[config.mk]
export PLATFORM = sky130hd
export DESIGN_NAME = ucie_ctl_tx_fifo
export DESIGN_NICKNAME = d
export VERILOG_FILES = /design/src/rtl/ucie_ctl_tx_fifo.sv
export SDC_FILE = /design/constraint.sdc
export NUM_CORES = 2
export LEC_CHECK = 0
export ABC_CLOCK_PERIOD_IN_PS = 39500
export CORE_MARGIN = 5
export CORE_UTILIZATION = 53
export DETAILED_ROUTE_END_ITERATION = 7
export PLACE_DENSITY = 0.86
export SYNTH_ARGS = -nofsm -noshare
export SYNTH_HDL_FRONTEND = slang
export SYNTH_SLANG_ARGS = --single-unit
[constraint.sdc]
create_clock -name clk -period 39.5 [get_ports clk]
set_clock_uncertainty 0.2 [all_clocks]
set_input_delay 7.9 -clock clk [delete_from_list [all_inputs] [get_ports clk]]
set_output_delay 7.9 -clock clk [all_outputs]
set_load 0.05 [all_outputs]
[src/rtl/ucie_ctl_tx_fifo.sv]
// ucie_ctl_tx_fifo: FWFT TX data buffer between FDI and RDI with soft flush and debug pulses
module ucie_ctl_tx_fifo #(
  parameter int DATA_WIDTH   = 512,
  parameter int ADDR_WIDTH   = 3,
  parameter int AFULL_THRESH = 6
) (
  input  logic                  clk,
  input  logic                  rst,
  input  logic [DATA_WIDTH-1:0] i_wdata,
  input  logic                  winc,
  input  logic                  wrst_n,
  input  logic                  rinc,
  input  logic                  rrst_n,
  output logic [DATA_WIDTH-1:0] o_rdata,
  output logic                  wfull,
  output logic                  rempty,
  output logic                  o_awfull,
  output logic [ADDR_WIDTH:0]   o_level,
  output logic                  o_ovf_drop,
  output logic                  o_udf
);
  localparam int DEPTH = 1 << ADDR_WIDTH;
  localparam logic [ADDR_WIDTH:0] AF = AFULL_THRESH[ADDR_WIDTH:0];
  logic [DATA_WIDTH-1:0] mem [DEPTH];
  logic [ADDR_WIDTH:0] wptr, rptr;
  logic we, re, flush;
  assign flush = ~wrst_n | ~rrst_n;
  assign rempty = wptr == rptr;
  assign wfull = (wptr[ADDR_WIDTH] != rptr[ADDR_WIDTH]) && (wptr[ADDR_WIDTH-1:0] == rptr[ADDR_WIDTH-1:0]);
  assign o_level = wptr - rptr;
  assign o_awfull = o_level >= AF;
  assign we = winc & ~wfull;
  assign re = rinc & ~rempty;
  assign o_rdata = mem[rptr[ADDR_WIDTH-1:0]];
  always_ff @(posedge clk or posedge rst) begin
    if (rst) begin
      wptr <= '0;
      rptr <= '0;
      o_ovf_drop <= 1'b0;
      o_udf <= 1'b0;
    end else if (flush) begin
      wptr <= '0;
      rptr <= '0;
      o_ovf_drop <= 1'b0;
      o_udf <= 1'b0;
    end else begin
      wptr <= wptr + (ADDR_WIDTH+1)'(we);
      rptr <= rptr + (ADDR_WIDTH+1)'(re);
      o_ovf_drop <= winc & wfull;
      o_udf <= rinc & rempty;
    end
  end
  // storage is not reset; flush suppresses the write so nothing lands behind the cleared pointers
  always_ff @(posedge clk) begin
    if (we && !flush) mem[wptr[ADDR_WIDTH-1:0]] <= i_wdata;
  end
endmodule

==> results.json <==
{
  "status": "complete, no violations",
  "r2r_slack_ps": 30880,
  "cts_tree": "done",
  "num_io_pins": 1039,
  "routed.top_layer": "met5",
  "report.final.slew_viol_count": 0,
  "synth-async-reset-ratio_pct": 0.244,
  "ys_seq_area_share_pct": 79.9,
  "layout.cells.non_filler": 12618,
  "powerDensity_nw_per_um2": 48.9,
  "postCtsHoldBufs": 0,
  "grt_setup_unrepaired": "false",
  "vdd_drop_max_v": 0.0000694,
  "viasPerCell": 6.23,
  "postCtsSetupBuffers": 0,
  "finalSetupTns_ps": 0,
  "path_max_fanout": 125,
  "p_leak_nw": 57.5,
  "path_common_cell": "buf_4",
  "crit_family": "buffers and inverters",
  "hold_viol_final": 0,
  "die_w_um": 550,
  "setup_violations": 0,
  "ys_warn_count": 0,
  "synth.top_cell.area_share_pct": 79.7,
  "first_pass_iters": 8,
  "yosysTopAreaCell": "edfxtp_1",
  "wl_um": 402000,
  "synth_ff_type": "edfxtp_1",
  "antenna_found_initial": 138,
  "initial_core_util_pct": 53.1,
  "fmax_ghz": 0.0600,
  "detail-route-antenna-nets": 0,
  "syn_area_um2": 154000,
  "dp_cells": 11793,
  "grt_overflow_total": 0,
  "numCtsBuffers": 389,
  "worst_setup_path_start_kind": "flip-flop",
  "post-route-min-period_ps": 16680,
  "period_share_pct": 42.2,
  "nNetsFinal": 8810,
  "root_buffer": "clkbuf_16",
  "htreeDepth": 5,
  "grt.total_usage_pct": 26.2,
  "dr_wl_met2_um": 202000,
  "cp_slowest_stage_delay_ps": 920,
  "wl_met3_um": 48100,
  "cp_cell_sequence": "buf_12 > buf_4 > buf_4 > buf_4 > buf_12 > buf_4 > mux4_2 > nand2_1 > nand2_1 > clkdlybuf4s50_1",
  "hp-class": "flip-flop to flip-flop",
  "wl_met1_um": 132000,
  "vias": 78653,
  "dr.first_iter.drc_count": 11457,
  "grt_pass1_vias": 81566,
  "endpoint_kind": "output pin",
  "rows": 198,
  "synth_edf_count": 4096,
  "hpwl_um": 213000,
  "critPathBufInv": 7,
  "maxCapViolations": 0,
  "synth-seq-cells": 4106,
  "coreArea_um2": 290000,
  "syn_nets": 7600,
  "clock_path_buffers": 4,
  "tightest_slew_ps": 1360,
  "grt_max_degree": 175,
  "cts_num_sinks": 4106,
  "cts_resized": 0,
  "critPathKind": "flip-flop to output pin",
  "die-height_um": 550,
  "synthTopCellsByArea": "edfxtp_1 80%, mux4_2 15%, nand2_1 3.8%, buf_6 0.30%, clkbuf_1 0.26%",
  "cp.arrival_ps": 8580,
  "required_ps": 31400,
  "syn_area_per_cell_um2": 21.8,
  "syn2layout_area_growth_pct": 17.9,
  "die_area_um2": 302000,
  "drive_gt1_share_pct": 19.9,
  "grt_pass1_wl_um": 580000,
  "clock_latency_ps": 940,
  "drc_errors": 0,
  "synth_cell_types": 28,
  "wl_per_cell_um": 31.9,
  "fillerInstances": 17751,
  "cp_slowest_cell": "buf_4",
  "io_buffers": 1038,
  "clk_pin_slew_ps": 70,
  "max-slew-margin-rel_pct": 9.55,
  "hold-worst-slack_ps": 456,
  "synth_cells": 7074,
  "place_congestion": 0.810
}
==> cell usage in the layout (no fill, tap or decap), drive strengths merged <==
cell type and count:
bufinv 35, nand2 1542, or3 3, and3 5, clkinvlp 15, a22oi 1
dfrtp 10, o22ai 1, xnor2 3, ha 7, clkinv 180, o2111ai 1
nand3 3, a21o 1, nor3 2, nand2b 2, a21oi 1, mux4 1024
buf 123, clkdlybuf4s50 1038, nor2 12, diode 115, inv 22, edfxtp 4096
fa 1, clkbuf 468, nor2b 1, xor2 4, and2 2
==> flip-flops by register name (all words and copies together), names as in the netlist <==
register    count
mem          4096
rptr            4
wptr            4
o_ovf_drop      1
o_udf           1
==> cells by family after synthesis <==
logic type / share of synthesized area (%)
flip-flops: 79.9
AND/OR/NAND/NOR: 3.85
multiplexers: 14.9
buffers and inverters: 1.21
adder cells (fa/ha/maj): 0.0697
XOR/XNOR: 0.0397
AO/OA/AOI/OAI: 0.0227
==> cell usage after synthesis (all sizes together) (2+ instances only) <==
library cell and number:
or3 3, mux4 1024, dfrtp 10, ha 7, inv 10, nand2 1542, and2 2, nand3 3
nand2b 2, edfxtp 4096, xor2 4, buf 236, nor3 2, and3 5, nor2 12, clkbuf 106
xnor2 3
==> worst min-delay path, stage by stage, from the launching register on <==
cell and delay, ps:
dfrtp_1 380, xor2_1 100, nor2_1 120
==> layer usage <==
layer  vias to the layer above  track usage (%)
met5                         -                0
met4                        76             11.5
met3                      1007             7.20
li1                      31134                -
met1                     40541             33.2
met2                      5895             42.9
==> per-stage QoR <==
step	instance area (um2)	total power [mW]	utilization (%)	setup WS, ps
floorplan	154000	5.09	-	8220
global placement	169000	5.23	58.2	23740
detailed placement	169000	5.25	58.2	23640
CTS	182000	8.92	62.5	22500
global route	182000	9.15	62.6	21830
finish	182000	8.90	62.6	22820
==> worst paths after layout <==
path | start | to | depth (start not counted)
hold reg to reg | wptr[3]$_DFF_PP0_ | wptr[3]$_DFF_PP0_ | 2
hold / removal | wptr[3]$_DFF_PP0_ | wptr[3]$_DFF_PP0_ | 2
setup reg to reg | rptr[1]$_DFF_PP0_ | mem[1][354]$_DFFE_PP_ | 13
min in group asynchronous | rst | o_udf$_DFF_PP0_ | 2
max in group asynchronous | rst | rptr[2]$_DFF_PP0_ | 2
setup / recovery | rptr[0]$_DFF_PP0_ | o_rdata[375] | 10
==> area by class of cell <==
cell class	instances	area (um2)	share of cell area [%]
sequential	4106	123000	67.8
antenna	115	288	0.158
tap	3900	4880	2.68
clock buffer	468	10100	5.56
clock inverter	242	2530	1.39
timing repair buffer	1161	11500	6.32
inverter	10	45.0	0.0248
multi-input combinational	2616	29300	16.1
==> power breakdown <==
group          leakage, nW  switching (mW)  total, mW  internal, mW
Combinational         14.4           0.217      0.346         0.129
Sequential            37.0         0.00716       4.82          4.81
Clock                 6.13            1.66       3.73          2.07
No activity file was read; power rests on OpenSTA's default activity.
